**src/rtl/ksa4_share_ctrl.sv**
```systemverilog
// ----------------------------------------------------------------------------
// ksa4_share_ctrl: round-robin issue controller sharing one pipelined 4-bit adder. Rev 1.0
// ----------------------------------------------------------------------------
`default_nettype none

module ksa4_share_ctrl #(
  parameter int LATENCY = 4
) (
  input  logic       GCLK_Pad,
  input  logic       rst_Pad,
  input  logic       req0,
  input  logic       req1,
  input  logic [3:0] a0_op,
  input  logic [3:0] a1_op,
  input  logic [3:0] b0_op,
  input  logic [3:0] b1_op,
  input  logic       cin0,
  input  logic       cin1,
  input  logic       flush,
  output logic       gnt0,
  output logic       gnt1,
  output logic [3:0] add_a,
  output logic [3:0] add_b,
  output logic       add_cin,
  output logic       add_valid,
  input  logic [3:0] add_sum,
  input  logic       add_cout,
  output logic       rsp0_valid,
  output logic       rsp1_valid,
  output logic [3:0] rsp_sum,
  output logic       rsp_cout,
  output logic       idle,
  output logic [7:0] ops_count
);

  logic               r_gnt0, r_gnt1, r_last_gnt;
  logic               r_add_valid, r_add_cin;
  logic [3:0]         r_add_a, r_add_b;
  logic               r_rsp0, r_rsp1, r_rsp_cout, r_idle;
  logic [3:0]         r_rsp_sum;
  logic [7:0]         r_ops_count;
  logic [LATENCY-1:0] r_tag_v, r_tag_id;

  logic w_elig0, w_elig1, w_grant0, w_grant1, w_issue;

  // Masking on the registered grant gives a requester one cycle to drop or renew req.
  always_comb begin
    w_elig0  = req0 & ~r_gnt0 & ~flush;
    w_elig1  = req1 & ~r_gnt1 & ~flush;
    w_grant0 = w_elig0 & (~w_elig1 | r_last_gnt);
    w_grant1 = w_elig1 & ~w_grant0;
    w_issue  = w_grant0 | w_grant1;
  end

  always_ff @(posedge GCLK_Pad) begin
    if (rst_Pad) begin
      r_gnt0      <= 1'b0;
      r_gnt1      <= 1'b0;
      r_last_gnt  <= 1'b1;
      r_add_valid <= 1'b0;
      r_add_a     <= 4'd0;
      r_add_b     <= 4'd0;
      r_add_cin   <= 1'b0;
      r_tag_v     <= '0;
      r_tag_id    <= '0;
      r_rsp0      <= 1'b0;
      r_rsp1      <= 1'b0;
      r_rsp_sum   <= 4'd0;
      r_rsp_cout  <= 1'b0;
      r_ops_count <= 8'd0;
      r_idle      <= 1'b1;
    end else begin
      r_gnt0      <= w_grant0;
      r_gnt1      <= w_grant1;
      r_add_valid <= w_issue;
      r_add_a     <= w_grant0 ? a0_op : (w_grant1 ? a1_op : 4'd0);
      r_add_b     <= w_grant0 ? b0_op : (w_grant1 ? b1_op : 4'd0);
      r_add_cin   <= w_grant0 ? cin0  : (w_grant1 & cin1);
      if (w_issue) begin
        r_last_gnt <= w_grant1;
      end

      r_tag_v[0]  <= w_issue;
      r_tag_id[0] <= w_grant1;
      for (int i = 1; i < LATENCY; i++) begin
        r_tag_v[i]  <= r_tag_v[i-1];
        r_tag_id[i] <= r_tag_id[i-1];
      end

      r_rsp0 <= r_tag_v[LATENCY-1] & ~r_tag_id[LATENCY-1];
      r_rsp1 <= r_tag_v[LATENCY-1] &  r_tag_id[LATENCY-1];
      if (r_tag_v[LATENCY-1]) begin
        r_rsp_sum   <= add_sum;
        r_rsp_cout  <= add_cout;
        r_ops_count <= r_ops_count + 8'd1;
      end

      // Registered view of the drain state, so idle rises the cycle after the final response.
      r_idle <= ~r_gnt0 & ~r_gnt1 & ~(|r_tag_v);
    end
  end

  assign gnt0       = r_gnt0;
  assign gnt1       = r_gnt1;
  assign add_a      = r_add_a;
  assign add_b      = r_add_b;
  assign add_cin    = r_add_cin;
  assign add_valid  = r_add_valid;
  assign rsp0_valid = r_rsp0;
  assign rsp1_valid = r_rsp1;
  assign rsp_sum    = r_rsp_sum;
  assign rsp_cout   = r_rsp_cout;
  assign idle       = r_idle;
  assign ops_count  = r_ops_count;

endmodule

`default_nettype wire

```
**config.mk**
```make
export PLATFORM = sky130hd
export DESIGN_NAME = ksa4_share_ctrl
export DESIGN_NICKNAME = d
export VERILOG_FILES = /design/src/rtl/ksa4_share_ctrl.sv
export SDC_FILE = /design/constraint.sdc
export NUM_CORES = 1
export LEC_CHECK = 0
export CAP_MARGIN = 20
export CORE_ASPECT_RATIO = 0.5
export CORE_UTILIZATION = 41
export DETAILED_ROUTE_END_ITERATION = 12
export PLACE_DENSITY = 0.78
export SLEW_MARGIN = 20
export SYNTH_ARGS = -nofsm -noshare
export SYNTH_HDL_FRONTEND = slang
export SYNTH_SLANG_ARGS = --single-unit
export TNS_END_PERCENT = 20
```
**constraint.sdc**
```tcl
create_clock -name GCLK_Pad -period 1.5 [get_ports GCLK_Pad]
set_input_delay 0.3 -clock GCLK_Pad [delete_from_list [all_inputs] [get_ports GCLK_Pad]]
set_output_delay 0.3 -clock GCLK_Pad [all_outputs]
set_load 0.02 [all_outputs]
```
==> out/results.tsv, run 1 <==
metric	value	unit
grt_max_degree	25	
comb_power_share	12.5	%
final_core_util	68.2	%
hold_depth	1	
crit_type	reg2reg	
reg2reg_from	ops_count[1]	
area_growth	57.6	%
numCtsBuffers	5	
antenna_found_initial	0	
synth.distinct_cells	26	
hold_path_class	reg2reg	
vias_per_cell	4.80	
synth_area_per_cell	10.2	sq um
p_per_area	908	nW/um^2
cap_violations	0	
start_util	43.3	%
r2r_cells	4	
synth_top_area_share	53.4	%
clkLatencyLatePin	290	ps
finalSetupViolCount	0	
switching_share	22.4	%
grt-ovfl-total	0	
p_int	1.46	mW
cts_root_buf	clkbuf_8	
critPathSlowestCell	dfxtp_1	
dpl-instance-area	1990	sq um
irDropWorstVdd	0.515	mV
slew_headroom	83.0	%
p_clk_share	36.0	%
multi_input_area	578	sq um
synth-seq-area-share	53.4	%
skew	8.28	ps
rsz0062_at_grt	false	
end_kind	flop	
drv_slew	0	
yosysTopAreaCell	dfxtp_1	
leakage	0.979	nW
final.period_utilization	92.0	%
routed_wl	2800	microns
vias	1128	
port_buffers	55	
dp.cells	228	
switchingPower	0.420	mW
drt-initial-drc-count	43	
synth_fp_nets	157	
yosys_warnings	0	
hold_ws	412	ps
grt_usage	17.9	%
grt_pass1_wl	4420	microns
holdPathEnd	rsp0_valid	
drc_errors	0	
cp_max_fo	6	
cts_hold_buf	0	
cp.arrival	1590	ps
io_pins	56	
ant_nets	0	
path_cells	ha_1 -> nand4_1 -> or3_1 -> a21oi_1	
period_needed	1380	ps
dieArea	3440	sq um
instances_no_fill	235	
worst_pin_slew	255	ps
cts.sinks	35	
worstSetupStartpointType	flop	
seqPwrFrac	51.5	%
cts_tree	built	
path_clk_slew	60	ps
reg2reg_to	ops_count[6]	
core.rowCount	14	
die-width	82.0	microns
cpPeakStageDelay	420	ps
wl_per_cell	11.9	microns
regToRegSetupSlack	120	ps
placeableCoreArea	3030	sq um
dpl.hpwl	2080	microns
synth_area	1310	sq um
die_h	42.0	microns
cts_max_path_buffers	2	
htreeDepth	2	
hp-start	r_tag_id[3]	
hold_viol	0	
diodes	0	
drt_pass1_iterations	4	
synthCells	128	
grt_pass1_vias	1009	
status	finished clean	
final_nets	224	
fill_cells	260	
worst_ep_required_time	1710	ps
synth_area_leaders	dfxtp_1 53%, mux2i_1 11%, nand2b_1 4.8%	
fin_area	2070	sq um
drive_above_1_share	10.8	%
regArea	702	sq um
clock.fmax	724	MHz
gp_congestion	0.724	
ys_seq_elements	35	
==> cell families after synthesis <==
kind of cell	after synthesis	share of synthesized area, %
fa+ha+maj	1	0.954
xor+xnor	4	2.67
mux	15	11.5
simple gates	58	24.6
buf+inv	6	2.48
flops	35	53.4
compound gates	9	4.39
==> what timing repair did <==
item / CTS / global route
endpoints found under the setup margin: 21 / 8
gates resized for setup: 21 / 8
pin swaps: 0 / 0
buffers inserted: 0 / 0
==> metal layers <==
metal	GRT usage, %	routed length (microns)
met5	0	0
met4	11.2	71
met3	6.30	126
met2	29.8	1370
met1	19.5	1240
==> layout by cell type (no fill, tap or decap), types with 4 or more instances in the layout <==
master,count
nor2b_1,9
dlymetal6s2s_1,7
dlygate4sd2_1,21
nand2b_1,10
nor2_1,12
mux2i_1,15
clkbuf_8,6
dfxtp_1,34
buf_4,9
clkdlybuf4s50_1,27
nand2_1,13
nand4_1,4
==> critical path: cells and delay by family, from the launching register on <==
| kind | cells | cell delay (ps) |
|---|---|---|
| DFF | 1 | 420 |
| and+or+nand+nor | 2 | 540 |
| adders and majority gates | 1 | 210 |
| AOI/OAI and AO/OA | 1 | 150 |
==> per-stage QoR <==
stage | TNS (ps) | worst slack [ps] | power, mW
2_1_floorplan | 0 | 94.8 | 1.09
3_3_place_gp | -770 | -79.0 | 1.23
3_5_place_dp | -1150 | -121 | 1.23
4_1_cts | 0 | 1.29 | 1.90
5_1_grt | 0 | 33.9 | 1.96
6_report | 0 | 119 | 1.88
==> sequential cells by signal, summed over array words and instances (netlist names), 4 cells and up <==
signal     count
r_tag_id       4
ops_count      8
rsp_sum        4
r_tag_v        4
add_a          4
add_b          4
==> cell type report <==
type / count / share of cell area [%]
clock buffers: 6 / 4.00
well taps: 40 / 2.42
flip-flops and latches: 35 / 34.0
clock inverters: 1 / 0.242
multi-input cells: 87 / 28.0
repair buffers: 66 / 31.4
==> power groups by stage <==
stage,clock network (mW),logic (mW),registers [mW]
2_1_floorplan,0,0.0735,1.01
3_3_place_gp,0,0.242,0.988
3_5_place_dp,0,0.245,0.989
4_1_cts,0.697,0.238,0.968
5_1_grt,0.741,0.252,0.970
6_report,0.675,0.234,0.968
==> worst max-delay path by stage <==
stage                      start      endpoint  depth (start not counted)
finish              ops_count[1]  ops_count[6]                          4
global route        ops_count[1]  ops_count[6]                          4
CTS                     add_b[3]      add_b[3]                          1
detailed placement         flush      add_a[0]                          5
global placement            req0      add_a[2]                          5
floorplan           ops_count[0]  ops_count[6]                          4
==> cells in the mapped netlist <==
library cell	number
nand4_1	4
nand2_1	13
nor4_1	1
clkbuf_1	3
nor3b_1	2
nor4b_4	1
or3_1	3
a21o_1	1
mux2i_1	15
buf_6	1
xor2_1	3
buf_2	2
o31ai_1	1
a21oi_1	3
o21ba_2	1
ha_1	1
nor2b_1	9
nand2b_1	10
dfxtp_1	35
or4_1	1
nor2_1	12
o21a_1	1
o21ai_0	2
nor3_1	1
and3b_1	1
xnor2_1	1
No activity file was read; power rests on OpenSTA's default activity.
==> run 2: changes to the inputs <==
--- a/config.mk
+++ b/config.mk
@@ -7,9 +7,10 @@
 export LEC_CHECK = 0
 export CAP_MARGIN = 20
 export CORE_ASPECT_RATIO = 0.5
-export CORE_UTILIZATION = 41
+export CORE_UTILIZATION = 43
+export CTS_BUF_LIST = sky130_fd_sc_hd__clkbuf_4
 export DETAILED_ROUTE_END_ITERATION = 12
-export PLACE_DENSITY = 0.78
+export PLACE_DENSITY = 0.81
 export SLEW_MARGIN = 20
 export SYNTH_ARGS = -nofsm -noshare
 export SYNTH_HDL_FRONTEND = slang
==> out/results.tsv, run 2 (same netlist as run 1, synthesis figures left out) <==
metric	value	unit
status	finished clean	
period_needed	1400	ps
layout_commonest_cell	dfxtp_1	
port_buffers	55	
final_cell_mix	35 x dfxtp_1, 28 x dlygate4sd2_1, 27 x clkdlybuf4s50_1	
grt_pass1_vias	1021	
critPathSlowestCell	dfxtp_1	
dpl.hpwl	2050	microns
p_int	1.26	mW
die_h	41.1	microns
cts_hold_buf	0	
drive_above_1_share	10.7	%
slew_headroom	80.3	%
clkLatencyLatePin	320	ps
worstSetupStartpointType	flop	
final_core_util	73.1	%
grt_usage	19.0	%
final_nets	226	
drv_slew	0	
final.period_utilization	93.6	%
area_growth	52.3	%
cap_violations	0	
power	1.66	mW
grt-ovfl-total	0	
start_util	48.0	%
p_per_area	830	nW/um^2
htreeDepth	2	
crit_cells	1	
drc_errors	0	
skew	7.69	ps
cpLargestDelayFamily	flip-flops	
critPathBufInv	1	
largest_register_ffs	8	
cts_root_buf	clkbuf_4	
crit_type	reg2out	
cts.sinks	35	
die-width	80.1	microns
fin_area	2000	sq um
leakage	0.884	nW
io_pins	56	
finalSetupViolCount	0	
p_clk_share	27.9	%
hold_ws	420	ps
ant_nets	0	
routed_wl	2710	microns
comb_power_share	13.7	%
cp.arrival	1100	ps
hold_path_class	reg2reg	
drt_pass1_iterations	2	
final.setup.worst_slack	96.5	ps
dpl-instance-area	1990	sq um
vias_per_cell	4.76	
core.rowCount	13	
switching_share	24.2	%
hold_viol	0	
hold_depth	1	
wl_per_cell	11.6	microns
fill_cells	223	
pre_cts_ws	-181	ps
end_kind	output port	
placeableCoreArea	2730	sq um
rsz0062_at_grt	false	
switchingPower	0.401	mW
seqPwrFrac	58.4	%
path_cells	dlygate4sd2_1	
grt_max_degree	21	
diodes	0	
cts_tree	built	
worst_pin_slew	295	ps
cts_max_path_buffers	2	
cts_setup_buffers	0	
cpPeakStageDelay	420	ps
clock.fmax	712	MHz
cp_max_fo	3	
numCtsBuffers	5	
antenna_found_initial	0	
irDropWorstVdd	0.455	mV
drt-initial-drc-count	12	
r2r_cells	4	
path_clk_slew	100	ps
gp_congestion	0.830	
worst_ep_required_time	1200	ps
vias	1113	
grt_pass1_wl	4420	microns
dieArea	3290	sq um
## run 2: cell types whose count changed in the layout (fill, tap and decap cells not counted)
cell	delta
clkinv_1	+1
dlygate4sd2_1	+7
buf_12	-1
dfxtp_1	+1
clkbuf_4	+5
dlymetal6s2s_1	-7
clkbuf_8	-6
dfxtp_2	-1
buf_4	+3
## run 2: metal layers
layer	share of wire [%]	wire, microns	global-route usage, %	vias to the layer above
met5	0	0	0	-
met4	1.0	27	8.93	0
met3	4.5	121	7.11	2
met2	52	1400	36.8	30
met1	43	1160	19.6	513
li1	-	-	-	568
## run 2: final cells by class
cell class	instances	area, sq um	area share [%]
multi-input combinational	87	578	28.9
clock inverter	2	8.76	0.439
timing repair buffer	68	626	31.3
sequential	35	701	35.1
clock buffer	5	37.5	1.88
tap	37	46.3	2.32
## run 2: power by group through the flow
stage	Clock, mW	Sequential (mW)	Combinational [mW]
final	0.463	0.967	0.227
after global placement	0	0.989	0.239
after CTS	0.481	0.967	0.230
after floorplan	0	1.01	0.0735
after detailed placement	0	0.989	0.244
after global routing	0.523	0.971	0.246
## run 2: final timing paths
check,start,slack [ps],endpoint
worst max register to register,ops_count[1],150,ops_count[6]
worst min-delay path,r_tag_id[3],420,rsp0_valid
worst min register to register,r_tag_id[3],420,rsp0_valid
worst max-delay path,r_tag_id[0],100,gnt1
## run 2: repair_timing
action	in CTS	in global routing
resized for setup	28	0
setup endpoints to repair	28	0
endpoints found under the hold margin	0	0
## run 2: stage by stage
step | instances | TNS (ps)
floorplan | 128 | 0
global placement | 227 | -869
detailed placement | 227 | -1960
CTS | 234 | 0
global route | 234 | 0
finish | 234 | 0
==> run 3: changes to the inputs <==
==> constraint.sdc (replaced) <==
create_clock -name GCLK_Pad -period 1.45 [get_ports GCLK_Pad]
set_input_delay 0.29 -clock GCLK_Pad [delete_from_list [all_inputs] [get_ports GCLK_Pad]]
set_output_delay 0.29 -clock GCLK_Pad [all_outputs]
set_load 0.02 [all_outputs]
==> out/results.tsv, run 3 (same netlist as run 1, synthesis figures left out) <==
metric	value	unit
core.rowCount	13	
cp_max_fo	5	
irDropWorstVdd	0.552	mV
final.period_utilization	95.6	%
cts_tree	built	
p_per_area	862	nW/um^2
crit_type	reg2out	
routed_wl	2700	microns
wl_per_cell	11.4	microns
grt_pass1_vias	1000	
grt_usage	17.9	%
period_needed	1390	ps
gp_congestion	0.817	
drc_errors	0	
critPathBufInv	1	
area_growth	53.4	%
antenna_found_initial	0	
path_clk_slew	110	ps
final_cell_mix	34 x dfxtp_1, 28 x dlygate4sd2_1, 27 x clkdlybuf4s50_1	
start_util	48.0	%
layout_commonest_cell	dfxtp_1	
cts_hold_buf	0	
finalSetupViolCount	0	
dp.cells	228	
hold_viol	0	
clkLatencyLatePin	330	ps
die_h	41.1	microns
dieArea	3290	sq um
final_nets	227	
vias_per_cell	4.70	
vias	1110	
die-width	80.1	microns
io_pins	56	
instances_no_fill	236	
ant_nets	0	
critPathSlowestCell	dfxtp_1	
leakage	0.887	nW
clock.fmax	721	MHz
grt_max_degree	21	
cts_setup_buffers	0	
cp.arrival	1100	ps
largest_register_ffs	8	
dpl.hpwl	2000	microns
rsz0062_at_grt	false	
diodes	0	
placeableCoreArea	2730	sq um
end_kind	output port	
cap_violations	0	
path_cells	dlygate4sd2_1	
slew_headroom	78.9	%
drt-initial-drc-count	14	
cts_max_path_buffers	2	
hold_ws	416	ps
drv_slew	0	
grt_pass1_wl	4180	microns
power	1.73	mW
drive_above_1_share	11.6	%
worst_ep_required_time	1160	ps
cpPeakStageDelay	420	ps
port_buffers	55	
numCtsBuffers	5	
drt_pass1_iterations	4	
grt-ovfl-total	0	
hold_path_class	reg2reg	
cts.sinks	35	
skew	9.09	ps
worst_pin_slew	316	ps
cts_root_buf	clkbuf_4	
cpLargestDelayFamily	flip-flops	
htreeDepth	2	
status	finished clean	
worstSetupStartpointType	flop	
[run 3: cell types whose count changed in the layout (fill, tap and decap cells not counted), sizes merged]
cell / before / now
buf: 13 / 14
clkinvlp: 0 / 1
[run 3: final timing paths]
kind | start | cells past startpoint | to | slack, ps
setup reg to reg | ops_count[1] | 4 | ops_count[6] | 150
hold / removal | r_tag_id[3] | 1 | rsp0_valid | 420
hold reg to reg | r_tag_id[3] | 1 | rsp0_valid | 420
setup / recovery | r_tag_id[0] | 1 | gnt1 | 60
[run 3: report_power, final]
group,total (mW),switching (mW),leakage (nW),internal [mW]
Combinational,0.236,0.0949,0.576,0.141
Sequential,1.00,0.0116,0.285,0.989
Clock,0.498,0.320,0.0263,0.178
Total,1.73,0.426,0.887,1.31
[run 3: repair_timing]
action	CTS	global route
setup endpoints to repair	28	2
resized for setup	28	1
pin swaps	0	0
[run 3: cell type report]
cell class	instances	area, sq um
clock buffer	5	37.5
clock inverter	3	15.0
fill	238	721
multi-input combinational	87	578
sequential	35	702
tap	37	46.3
timing repair buffer	69	633
[run 3: per-stage QoR]
| step | utilization (%) | instance area [sq um] | setup slack (ps) | setup TNS (ps) |
|---|---|---|---|---|
| finish | 73.6 | 2010 | 63.7 | 0 |
| global route | 73.6 | 2010 | 2.21 | 0 |
| CTS | 73.6 | 2010 | 28.7 | 0 |
| detailed placement | 72.9 | 1990 | -258 | -2930 |
| global placement | 72.9 | 1990 | -127 | -1390 |
| floorplan | - | 1310 | 44.8 | 0 |
[run 3: layer usage]
metal,global-route usage [%],part of all wire (%)
met5,0,0
met4,9.82,0.33
met3,5.33,4.1
met2,35.3,50
met1,18.6,46
==> RTL change 1: new RTL, settings of run 1 <==
The parameter `LATENCY` goes from 4 to 3.
--- a/src/rtl/ksa4_share_ctrl.sv
+++ b/src/rtl/ksa4_share_ctrl.sv
@@ -6,3 +6,3 @@
 module ksa4_share_ctrl #(
-  parameter int LATENCY = 4
+  parameter int LATENCY = 3
 ) (
Behaviour: not the same (Yosys sat finds a counterexample within 10 cycles, from zero or initial values and one cycle with rst_Pad high).
==> RTL change 1 against run 1 <==
  * Count of clock-buffer cells in the layout up 1
  * Sequential cell count down 2
  * Global-route usage down 0.19 points
  * Routed wire length about the same
  * Synthesized area down 4.6%
  * Worst setup slack worse by 0.0031 ns
  * Critical path depth up 1
  * Worst hold slack better by 0.015 ns
  * Cell area down 1.9%
  * Power up 0.43%
  * Critical path type is now input pin to flop
  * Critical endpoint is now add_a[3]$_SDFF_PP0_
==> RTL change 1: results (changes against run 1) <==
Placement
  • DP HPWL: 2.02 mm (-3.0%)
  • GP Congestion: 0.786 (+8.5%)
  • # port buffers: 55 (unchanged)
  • Dpl cell area: 0.00193 sq mm (-2.8%)

STA
  • WHS: 0.427 ns (+0.0148 ns)
  • Skew final: 0.00404 ns (-0.00424 ns)
  • Rel. slew slack: 0.827 (-0.00321)

GRT
  • Largest net degree at the start of global routing: 15 (-40%)
  • Vias in the first global route: 940 (-6.8%)
  • Gr usage total: 0.177 (-0.00192)
  • GR Overflow Total: 0 (unchanged)
  • Global-route wire length before repair: 4.15 mm (-6.1%)
  • Initial antenna violation count: 0 (unchanged)

Yosys
  • Mapped Cells: 122 (-4.7%)
  • Most frequent cells after synthesis: dfxtp_1, mux2i_1, nand2_1
  • Synth area leaders: dfxtp_1, mux2i_1, nand2b_1
  • Async SR Flop Fraction: 0 (unchanged)
  • Post-synthesis sequential area ratio: 0.528 (-0.00635)
  • Mapped Nets: 151 (-3.8%)
  • Unique masters post-synth: 25 (-3.8%)

Floorplanning
  • Die area: 0.00329 sq mm (-4.4%)

Critical path
  • Crit path launch: flush
  • Worst reg2reg setup slack: 0.14 ns (+0.02 ns)
  • Critical path arrival: 1.58 ns
  • CP max FO: 12 (+6)
  • R2R Path Start: ops_count[1]$_SDFFE_PP0P_

Clock tree
  • Longest Clk Path Bufs: 2 (unchanged)
  • Clk_lat worst skew: 0.28 ns
  • Root buffer cell: clkbuf_8
  • CTS clk-pin slew, worst paths: 0.07 ns
  • Cts bufs inserted: 5 (unchanged)
  • CTS H-tree lvls: 2 (unchanged)

Layout
  • Share of cells above drive strength 1: 0.119 (+0.0115)
  • Finished Layout Cells: 230 (-2.1%)
  • ANT cells: 0 (unchanged)
  • Final net count: 221 (-1.3%)
  • Max reg flops: 8 (unchanged)

Worst hold path
  • HP Start: r_tag_id[2]$_SDFF_PP0_
  • Hold Crit Class: flop to flop

Routing
  • DR vias/cell: 4.73 (-1.5%)
  • First DRT Iteration DRCs: 25 (-42%)
  • Drt total wl: 2.81 mm (about the same)

Pwr
  • Worst ir drop on vdd: 587 uV (+14%)
  • LEAKAGE: 0.986 nW (+0.70%)

Run status
  • Outcome: finished, final reports clean
==> RTL change 1: changes by cell type after synthesis, sizes merged <==
cell,change
o21bai,+1
nor2b,-2
nor2,-1
or4,+1
buf,-1
dfxtp,-2
nor4,-1
a21o,-1
==> RTL change 1: where the power goes <==
group | switching, mW | internal (mW)
Combinational | 0.100 | 0.145
Clock | 0.310 | 0.414
Sequential | 0.0112 | 0.904
Total | 0.421 | 1.46
==> RTL change 1: path summary, 6_finish.rpt <==
check,to,cells after the start
setup / recovery,add_a[3]$_SDFF_PP0_,5
hold reg to reg,rsp0_valid$_SDFF_PP0_,1
hold / removal,rsp0_valid$_SDFF_PP0_,1
setup reg to reg,ops_count[6]$_SDFFE_PP0P_,4
==> RTL change 1: kinds of logic (layout without fill, tap and decap cells) <==
kind of cell / after synthesis / in the layout / synth area share
buffers and inverters: 5 / 76 / 0.0220
adder cells (fa/ha/maj): 1 / 1 / 0.0100
XOR/XNOR: 4 / 4 / 0.0280
multiplexers: 15 / 15 / 0.120
flip-flops: 33 / 33 / 0.528
AND/OR/NAND/NOR: 55 / 55 / 0.246
AO/OA/AOI/OAI: 9 / 9 / 0.0460
==> RTL change 1: stage by stage <==
step / TNS [ns] / utilization / worst slack, ns
2_1_floorplan: 0 / - / 0.0939
3_3_place_gp: -0.679 / 0.702 / -0.0714
3_5_place_dp: -1.51 / 0.702 / -0.156
4_1_cts: 0 / 0.730 / 0.00129
5_1_grt: 0 / 0.737 / 0.0174
6_report: 0 / 0.737 / 0.116
==> RTL change 1: cell type report <==
cell class	instances	area, sq um
clock inverter	1	5.00
multi-input combinational	84	563
timing repair buffer	68	656
clock buffer	7	96.3
sequential	33	661
tap	37	46.3
fill	219	722
==> RTL change 1: critical path, cell delays in order <==
cell and delay [ns]:
clkdlybuf4s50_1 0.42, nor3b_1 0.28, o21a_1 0.22, buf_12 0.15, mux2i_1 0.21
==> RTL change 1: what timing repair did <==
item                                    in CTS  in global routing
endpoints found under the setup margin      20                  8
hold buffers                                 0                  0
gates resized for setup                     20                  8
setup buffers                                0                  0
==> RTL change 1: routing by layer <==
metal	track usage	part of all wire	vias to the layer above	wire length [microns]
met5	0	0	-	0
met4	0.0804	0.0043	0	12
met3	0.0600	0.033	2	92
met2	0.327	0.51	23	1420
met1	0.197	0.46	513	1280
li1	-	-	549	-
==> RTL change 2: new RTL, settings of run 1 <==
Without the edit above. Put one more register stage on the output `ops_count`, cleared by the reset. The value now appears one clock later. The other outputs are not delayed to match.
--- a/src/rtl/ksa4_share_ctrl.sv
+++ b/src/rtl/ksa4_share_ctrl.sv
@@ -113,3 +113,9 @@
   assign idle       = r_idle;
-  assign ops_count  = r_ops_count;
+  always_ff @(posedge GCLK_Pad) begin
+    if (rst_Pad) begin
+      ops_count <= '0;
+    end else begin
+      ops_count <= r_ops_count;
+    end
+  end
 
Function: changed (a bounded check fails within 10 cycles, from zero or initial values and one cycle with rst_Pad high).
==> RTL change 2 against run 1 <==
  * Utilization down 2.8 points
  * Cell area up 10%
  * Critical path type unchanged
  * Power up 22%
  * Final cell count up 11%
  * Highest routed layer unchanged
  * Worst setup slack better by 0.024 ns
  * Synthesized area up 17%
  * Sequential cell count up 8
  * Sequential power up 22%
  * Routed wire length up 7.4%
==> RTL change 2: results (changes against run 1) <==
Run status
  • Outcome: finished, final reports clean

Critical path
  • Crit path launch: r_ops_count[1]$_SDFFE_PP0P_
  • Critical path arrival: 1.60 ns
  • R2R Path Start: r_ops_count[1]$_SDFFE_PP0P_
  • Crit path to: r_ops_count[6]$_SDFFE_PP0P_
  • CP max-delay cell: or4_1
  • CP max FO: 5 (-1)
  • Worst reg2reg setup slack: 0.14 ns (+0.02 ns)

Placement
  • Pre-CTS setup slack: -0.173 ns (-0.0514 ns)
  • Dpl cell area: 0.00221 sq mm (+11%)
  • DP HPWL: 2.27 mm (+9.0%)
  • GP Congestion: 0.715 (-1.2%)
  • DP Cell Count: 254 (+11%)

Routing
  • DR vias/cell: 4.48 (-6.7%)
  • Drt total wl: 3.01 mm (+7.4%)
  • Pre-Repair DR Iteration Count: 4 (unchanged)
  • Routed metal-1 wire length: 1.32 mm (+6.4%)
  • Via count: 1173 (+4.0%)
  • DR WL met2: 1.46 mm (+6.7%)
  • First DRT Iteration DRCs: 23 (-47%)
  • Met3 wire length: 171 microns (+36%)

Yosys
  • Most frequent cells after synthesis: dfxtp_1, nor2b_1, mux2i_1, nor2_1, nand2_1
  • Post-synthesis sequential area ratio: 0.563 (+0.0282)
  • Synth area leaders: dfxtp_1, mux2i_1, nor2b_1
  • Unique masters post-synth: 27 (+3.8%)
  • Mapped Cells: 143 (+12%)
  • Yosys reg bits: 43 (+23%)
  • Mapped Nets: 172 (+9.6%)

STA
  • WHS: 0.420 ns (+0.00782 ns)
  • Skew final: 0.00904 ns (+0.000763 ns)
  • Slew @ Worst Pin: 0.226 ns (-0.0286 ns)

Clock tree
  • CTS clk-pin slew, worst paths: 0.08 ns (+0.02 ns)
  • Clk_lat worst skew: 0.30 ns

Worst hold path
  • Hold Crit Class: flop to flop

Layout
  • Final net count: 239 (+6.7%)
  • ClkCell Share: 0.0493 (+0.00694)
  • Storage element area: 861 sq um (+23%)
  • Multi-In Gates: 94 (+8.0%)
  • Fillers: 308 (+18%)
  • Buffers excl. clock: 66 (unchanged)
  • Multi-input gate share of the layout cell area: 0.278 (-0.00130)
  • Data buffer area share: 0.267 (-0.0468)
  • Clkbuf count: 5 (-1)
  • Share of cells above drive strength 1: 0.114 (+0.00605)

GRT
  • Gr usage total: 0.160 (-0.0189)
  • GR Layer Usage met2: 0.294 (-0.00367)
  • Grt met1 use: 0.167 (-0.0282)
  • Global-route wire length before repair: 4.60 mm (+3.9%)
  • GR Util met3: 0.0494 (-0.0137)
  • Initial antenna violation count: 0 (unchanged)
  • Largest net degree at the start of global routing: 15 (-40%)

Pwr
  • Worst ir drop on vdd: 474 uV (-8.0%)
  • LEAKAGE: 1.02 nW (+4.5%)
  • Power Density: 1010 mW/mm^2 (+11%)
==> RTL change 2: cell count changes after synthesis, sizes merged <==
cell,delta
dfxtp,+8
nor2b,+8
a21oi,-3
nor2,+3
mux2,+2
or3,-2
buf,+1
clkbuf,-1
nand2,+1
nand4,-1
nor3,+1
o21ai,-1
o31ai,-1
==> RTL change 2: repair_timing <==
| item | in CTS | in global routing |
|---|---|---|
| hold endpoints to repair | 0 | 0 |
| gates resized for setup | 28 | 0 |
| endpoints found under the setup margin | 28 | 0 |
==> RTL change 2: cells by family (layout without fill, tap and decap cells) <==
group           Yosys count  in the layout  synth area share
compound gates            4              4            0.0196
xor+xnor                  4              4            0.0229
fa+ha+maj                 1              1           0.00818
buf+inv                   6             74            0.0221
flops                    43             43             0.563
mux                      17             17             0.113
simple gates             68             68             0.252
==> RTL change 2: where the power goes <==
part	total, mW	switching (mW)	internal [mW]	leakage [nW]
Combinational	0.232	0.0961	0.136	0.616
Clock	0.886	0.391	0.495	0.0581
Sequential	1.18	0.0120	1.17	0.349
